File: src/rtl/serial_add_pkg.sv
// Shared definitions for the bit-serial adder controller: FSM state encoding
// and the cycle-counter width helper.
package serial_add_pkg;

    typedef enum logic [1:0] {
        ST_IDLE = 2'd0,
        ST_RUN  = 2'd1,
        ST_DONE = 2'd2
    } state_t;

    function automatic int unsigned cnt_width(input int unsigned width);
        return (width > 1) ? $clog2(width) : 1;
    endfunction

endpackage

File: src/rtl/serial_add_ctrl_fulladdr.sv
// Existing 1-bit full-adder cell used as the serial datapath of serial_add_ctrl.
module fulladdr (
    output logic s,
    output logic c,
    input  logic a,
    input  logic b,
    input  logic cin
);

    assign s = a ^ b ^ cin;
    assign c = (a & b) | (a & cin) | (b & cin);

endmodule

File: src/rtl/serial_add_ctrl.sv
// Bit-serial adder controller: one fulladdr cell stepped over WIDTH cycles.
// Optional macro SERIAL_ADD_OVF_EN adds the two's-complement overflow output ovf.
module serial_add_ctrl
    import serial_add_pkg::*;
#(
    parameter int unsigned WIDTH = 8
) (
    input  logic             clk,
    input  logic             rst,
    input  logic             start,
    input  logic [WIDTH-1:0] a_in,
    input  logic [WIDTH-1:0] b_in,
    input  logic             cin_in,
    output logic             busy,
    output logic             done,
    output logic [WIDTH-1:0] sum_out,
`ifdef SERIAL_ADD_OVF_EN
    output logic             cout,
    output logic             ovf
`else
    output logic             cout
`endif
);

    localparam int unsigned CNT_W = cnt_width(WIDTH);

    state_t           r_state;
    state_t           w_state_nxt;
    logic [WIDTH-1:0] r_sh_a;
    logic [WIDTH-1:0] r_sh_b;
    logic [WIDTH-1:0] r_sh_s;
    logic             r_carry;
    logic [CNT_W-1:0] r_cnt;
    logic             r_busy;
    logic             r_done;
    logic [WIDTH-1:0] r_sum;
    logic             r_cout;
    logic             w_s;
    logic             w_c;
    logic             w_last;
    logic             w_accept;
    logic             w_step;
    logic             w_finish;

    fulladdr u_fa (w_s, w_c, r_sh_a[0], r_sh_b[0], r_carry);

    assign w_last = (r_cnt == CNT_W'(WIDTH - 1));

    always_ff @(posedge clk or posedge rst) begin
        if (rst) begin
            r_state <= ST_IDLE;
        end else begin
            r_state <= w_state_nxt;
        end
    end

    always_comb begin
        w_state_nxt = r_state;
        w_accept    = 1'b0;
        w_step      = 1'b0;
        w_finish    = 1'b0;
        case (r_state)
            ST_IDLE: begin
                if (start) begin
                    w_accept    = 1'b1;
                    w_state_nxt = ST_RUN;
                end
            end
            ST_RUN: begin
                w_step = 1'b1;
                if (w_last) begin
                    w_finish    = 1'b1;
                    w_state_nxt = ST_DONE;
                end
            end
            ST_DONE: begin
                w_state_nxt = ST_IDLE;
            end
            default: begin
                w_state_nxt = ST_IDLE;
            end
        endcase
    end

    always_ff @(posedge clk or posedge rst) begin
        if (rst) begin
            r_sh_a  <= '0;
            r_sh_b  <= '0;
            r_sh_s  <= '0;
            r_carry <= 1'b0;
            r_cnt   <= '0;
        end else if (w_accept) begin
            r_sh_a  <= a_in;
            r_sh_b  <= b_in;
            r_sh_s  <= '0;
            r_carry <= cin_in;
            r_cnt   <= '0;
        end else if (w_step) begin
            r_sh_a  <= {1'b0, r_sh_a[WIDTH-1:1]};
            r_sh_b  <= {1'b0, r_sh_b[WIDTH-1:1]};
            r_sh_s  <= {w_s, r_sh_s[WIDTH-1:1]};
            r_carry <= w_c;
            r_cnt   <= r_cnt + CNT_W'(1);
        end
    end

    // Result is loaded on the edge entering DONE so sum_out/cout are valid while done is high.
    always_ff @(posedge clk or posedge rst) begin
        if (rst) begin
            r_busy <= 1'b0;
            r_done <= 1'b0;
            r_sum  <= '0;
            r_cout <= 1'b0;
        end else begin
            r_busy <= (w_state_nxt != ST_IDLE);
            r_done <= w_finish;
            if (w_finish) begin
                r_sum  <= {w_s, r_sh_s[WIDTH-1:1]};
                r_cout <= w_c;
            end
        end
    end

`ifdef SERIAL_ADD_OVF_EN
    logic r_ovf;

    // r_carry during the last step is the carry into the MSB.
    always_ff @(posedge clk or posedge rst) begin
        if (rst) begin
            r_ovf <= 1'b0;
        end else if (w_finish) begin
            r_ovf <= r_carry ^ w_c;
        end
    end

    assign ovf = r_ovf;
`endif

    assign busy    = r_busy;
    assign done    = r_done;
    assign sum_out = r_sum;
    assign cout    = r_cout;

endmodule

File: config.mk
export PLATFORM = sky130hd
export DESIGN_NAME = serial_add_ctrl
export DESIGN_NICKNAME = d
export VERILOG_FILES = /design/src/rtl/serial_add_pkg.sv /design/src/rtl/serial_add_ctrl_fulladdr.sv /design/src/rtl/serial_add_ctrl.sv
export SDC_FILE = /design/constraint.sdc
export NUM_CORES = 1
export LEC_CHECK = 0
export CORE_ASPECT_RATIO = 0.75
export CORE_MARGIN = 5
export CORE_UTILIZATION = 25
export CTS_CLUSTER_SIZE = 12
export DETAILED_ROUTE_END_ITERATION = 16
export PLACE_DENSITY_LB_ADDON = 0.15
export SLEW_MARGIN = 20
export SYNTH_ARGS = -nofsm -noshare
export SYNTH_HDL_FRONTEND = slang
export SYNTH_HIERARCHICAL = 1
export SYNTH_SLANG_ARGS = --single-unit
File: constraint.sdc
create_clock -name clk -period 4.1 [get_ports clk]
set_input_delay 0.82 -clock clk [delete_from_list [all_inputs] [get_ports clk]]
set_output_delay 0.82 -clock clk [all_outputs]
set_load 0.01 [all_outputs]
; ---- Yosys cells after proc, flatten, opt, wreduce, memory -nomap -nowiden
; Index checks and enable logic that the tools add are counted.
[totals]
ff_bits = 41
in_bits = 20
output_inout_bits = 11
wordCells = 41
[classes]
addsub = 1
n_eq_ne = 2
muxes = 18
bitwise_logic = 7
reduce_logical = 3
[op_table]
columns = cell, n
row1 = $mux 8, 6
row2 = $mux 1, 7
row3 = $mux 3, 2
row4 = $mux 2, 2
row5 = $pmux 2 s2, 1
row6 = $reduce_bool 2->1, 2
row7 = $add 3x1->3 const B, 1
row8 = $and 1x1->1, 3
row9 = $eq 3x3->1 const B, 1
row10 = $eq 2x1->1 const B, 1
row11 = $logic_not 2->1, 1
row12 = $or 1x1->1, 2
row13 = $xor 1x1->1, 2

; ---- Longest topological paths before layout
[logic_depth]
word_depth = 5
mapped_depth = 5
ltp_nobuf = 4

; ---- Cells and area by module
; The synthesis kept the hierarchy.
[modules_own_cells]
columns = mod, n_inst, cells_per_inst, area_per_inst_um2, seq_area_each_um2
row1 = serial_add_ctrl, 1, 141, 1726.7, 1001.0
row2 = fulladdr, 1, 1, 20.0, 0.0

; ---- Worst setup path after synthesis
; No wires, ideal clock.
[synth_timing]
path_type = input port to flip-flop
from = input port start
to = register r_sh_a[6]
setup_ps = 124
arrival_ps = 1500
required_time_ps = 3976
path_slack_ps = 2476
path_stages = 4
n_path_buf = 1
cell_sequence = buf_2 -> or4b_1 -> o21ai_0 -> a21oi_1
[synth_between]
elab_chain_cells = 3
elab_cells_between_ends = 4
cone_classes = mux (3) / reduce/logical (1)
[synth_lines]
columns = element, line
row1 = start: declaration, serial_add_ctrl.sv:10  ; input logic start,
row2 = $mux 1 *, serial_add_ctrl.sv:64  ; if (start) begin
row3 = $mux 1 *, serial_add_ctrl.sv:62  ; case (r_state)
row4 = $mux 8 / $reduce_bool 2->1 (equally long branches), -
row5 = end signal: assignment, serial_add_ctrl.sv:93  ; r_sh_a <= a_in;
row6 = end signal: assignment, serial_add_ctrl.sv:99  ; r_sh_a <= {1'b0, r_sh_a[WIDTH-1:1]};
row7 = end: declaration, serial_add_ctrl.sv:29  ; logic [WIDTH-1:0] r_sh_a;
; Mark *: on every way between the ends. The rest lies on a longest branch, timed or not.
; A chain may end at the register's enable or synchronous reset.

; ---- Final worst setup path
[layout_timing]
from = register r_state[0]
to = register r_sum[2], in the netlist sum_out[2]
[layout_between]
elab_chain_cells = 2
[layout_lines]
columns = element, line
row1 = start: declaration, serial_add_ctrl.sv:27  ; state_t r_state;
row2 = start signal: assignment, serial_add_ctrl.sv:53  ; r_state <= w_state_nxt;
row3 = $eq 2x1->1, serial_add_ctrl.sv:62
row4 = $mux 1, serial_add_ctrl.sv:62
row5 = end signal: assignment, serial_add_ctrl.sv:118  ; r_sum <= {w_s, r_sh_s[WIDTH-1:1]};
row6 = end: declaration, serial_add_ctrl.sv:36  ; logic [WIDTH-1:0] r_sum;
; No other way between the ends.

==> results by group <==
Clock tree
  – Clock Pin Slew Worst Setup and Hold Paths: 0.08 ns
  – Post-CTS sizing: 0
  – CTS Buf Count: 5
  – Hold buffer count at cts: 0
  – Clk Latency, worst-skew pair: between 0.2 and 0.3 ns
  – # Post-CTS Setup Buffers: 0
  – CTS root buffer: clkbuf_8
  – Htree depth: 2
  – CTS tree: yes
  – Clock Tree Buf Depth: 2
  – # clock sinks: 40

Hold path
  – Hold Crit Class: reg -> reg
  – WHS Path Cells: 1
  – Min-delay src: r_cnt[0]$_DFFE_PP0P_

Die
  – Core area: about 7000 um2
  – Initial Utilization: 25.7%
  – # IOs: 31
  – Die height: around 82 um
  – Die W: around 110 um
  – Cell Rows: 26
  – Die Area: between 8000 and 9000 um2

Power and ir drop
  – Power Density: 724 nW/um2
  – Clock Power Share: about a fifth
  – Lkg Pwr: 0.916 nW
  – P_int: 1.08 mW
  – Comb pwr share: 35.9%
  – Flop pwr share: 44.2%
  – Sw power: between 0.5 and 0.6 mW
  – Peak VDD IR: between 0.0002 and 0.00025 V
  – Switching share of power: 32.7%

Logic synthesis
  – Synth area leader: dfrtp_1
  – Avg Cell Area, Syn: 12.3 um2
  – Ys Warns: 6
  – Post-synthesis register bit count: 40
  – Net Count, Synth: between 150 and 200
  – Syn Inst Count: roughly 140
  – Share of the synthesized area in the top cell type: about 57%
  – Sequential-to-total area share from yosys stat: between 50% and 60%
  – Dominant cells by area after synthesis: dfrtp_1, mux2_4, a22o_1, o32ai_1, o22ai_1
  – Number of flops mapped to enable cells by yosys: 0
  – Prevailing post-synth register cell: dfrtp_1
  – Async SR Flop Fraction: 100%
  – Yosys cell types: 29
  – Synthesized area: 1750 um2

Final layout
  – Commonest non-fill, non-tap cells in the layout: dfrtp_1, clkdlybuf4s50_1, mux2_4, a22o_1, nor2_1
  – Layout cells sized above 1: between 10% and 20%
  – Antenna Cells: 0
  – Final nets: ~190
  – Final non-filler cell total: approximately 250
  – Commonest non-fill, non-tap cell in the layout: dfrtp_1
  – Area grow syn2layout: 26.7%
  – Final Instance Area: 2210 um2
  – Final Core Density: ~33%

Placement
  – Inst Count DP: about 250
  – Placed Area: 2100 um2
  – Placer Congestion: ~0.67
  – Final HPWL DP: approximately 2.5 mm
  – Setup WS pre-CTS: around 1.4 ns
  – Port bufs: 30

Critical path
  – Slowest-stage cell, CP: dfrtp_1
  – CP top delay family: simple AND/OR/NAND/NOR gates
  – Worst path required time: 4.27 ns
  – Crit-path max FO: 29
  – Worst Path Arrival: approximately 2.8 ns
  – CP Buf/Inv Count: 0
  – CP Capture Type: flip-flop
  – WS Path Type: reg -> reg
  – Reg2reg path depth: 3
  – CP Launch Type: flip-flop
  – Worst-path cell chain: nor2b_1 > and2_1 > mux2_4
  – Worst stage delay on the critical path: 0.91 ns
  – Crit path launch: r_state[0]$_DFF_PP0_
  – Levels on crit path: 3
  – R2r startpoint: r_state[0]$_DFF_PP0_

Routing
  – Vias/cell: about 4.7
  – Initial DRC Count: 50
  – DRT Wirelength: 3.70 mm
  – Wire per inst: about 15 um
  – Via Count: about 1200
  – Post-DRT Antenna Nets: 0
  – Drt pass-1 iters: 4
  – DRC: 0

Timing
  – Fmax: about 0.38 GHz
  – Fin crit share: between 60% and 70%
  – Final setup vio count: 0
  – Min Tclk post-route: between 2 and 3 ns
  – RSZ-0062 raised after global routing: no
  – Minimum setup slack in the final design: 1.44 ns
  – Final setup TNS: 0 ns
  – Clk_skew: between 0.007 and 0.008 ns
  – Tightest Pin Transition: between 0.8 and 0.9 ns
  – Slew Limit Fails: 0
  – Final hold violations: 0
  – Max_slew headroom: a little over two fifths

Global route
  – Global route overflow: 0
  – Largest net degree at the start of global routing: 41
  – Gr usage total: under 10%
  – Initial antenna violation count: 0
  – Global-route wire length before repair: slightly above 6 mm
  – Vias in the first global route: approximately 1300

Run
  – Max-cap violations: 0

Run status
  – Outcome: complete, no violations
flip-flops by register name, summed over array words and instances, names as in the netlist:
signal,count
r_cnt,3
busy,1
r_carry,1
r_sh_s,7
cout,1
r_sh_b,8
done,1
r_sh_a,8
sum_out,8
r_state,2
per-stage QoR:
stage                     power [mW]  hold WS (ns)
after detailed placement        1.30         0.488
after global routing            1.73         0.524
after floorplan                 1.10         0.454
after CTS                       1.63         0.495
after global placement          1.28         0.481
final                           1.60         0.492
path summary, 6_finish.rpt:
| kind | slack [ns] | end |
|---|---|---|
| worst max-delay path | 1.44 | sum_out[2]$_DFFE_PP0P_ |
| worst min-delay path | 0.49 | r_cnt[0]$_DFFE_PP0P_ |
| worst max register to register | 1.44 | sum_out[2]$_DFFE_PP0P_ |
| worst min register to register | 0.49 | r_cnt[0]$_DFFE_PP0P_ |
| max in group asynchronous | 2.78 | r_sh_s[3]$_DFFE_PP0P_ |
| min in group asynchronous | 0.96 | sum_out[7]$_DFFE_PP0P_ |
metal layers:
metal | part of all wire, % | wire length (um) | track usage [%]
met1 | 51 | 1910 | 12.5
met2 | 42 | 1560 | 12.9
met3 | 4.8 | 177 | 3.03
met4 | 1.5 | 56 | 3.45
met5 | 0 | 0 | 0
worst register-to-register path: stages, from the launching register on:
cell     delay (ns)
dfrtp_1        0.91
nor2b_1        0.65
and2_1         0.63
mux2_4         0.36
area by class of cell:
cell class                      instances  area, um2
Tap cell                               84        105
Timing Repair Buffer                   31        308
Fill cell                             694       4590
Multi-Input combinational cell         84        662
Sequential cell                        40       1000
Clock inverter                          3       42.5
Clock buffer                            5       68.8
Inverter                                7       26.3
power groups by stage:
stage	Sequential [mW]	Combinational [mW]	Clock, mW
2_1_floorplan	0.681	0.415	0
3_5_place_dp	0.718	0.583	0
5_1_grt	0.737	0.644	0.349
6_report	0.709	0.576	0.317
4_1_cts	0.710	0.588	0.331
3_3_place_gp	0.714	0.570	0
kinds of logic (layout without fill, tap and decap cells):
logic type      Yosys count  in the layout  synth area share, %
compound gates           44             44                 18.3
fa+ha+maj                 3              3                 2.58
buf+inv                  18             46                 4.80
flops                    40             40                 57.3
mux                       9              9                 7.74
simple gates             28             28                 9.24
Yosys cell counts, drive strengths merged, types with 3 or more instances:
cell type	n
a21oi	6
a22o	9
buf	8
clkbuf	3
dfrtp	40
inv	7
mux2	9
nand2	3
nor2	9
nor3b	6
o21ai	6
o22a	4
o22ai	8
o32ai	8
Note: power is estimated with default switching activity, not from simulation.
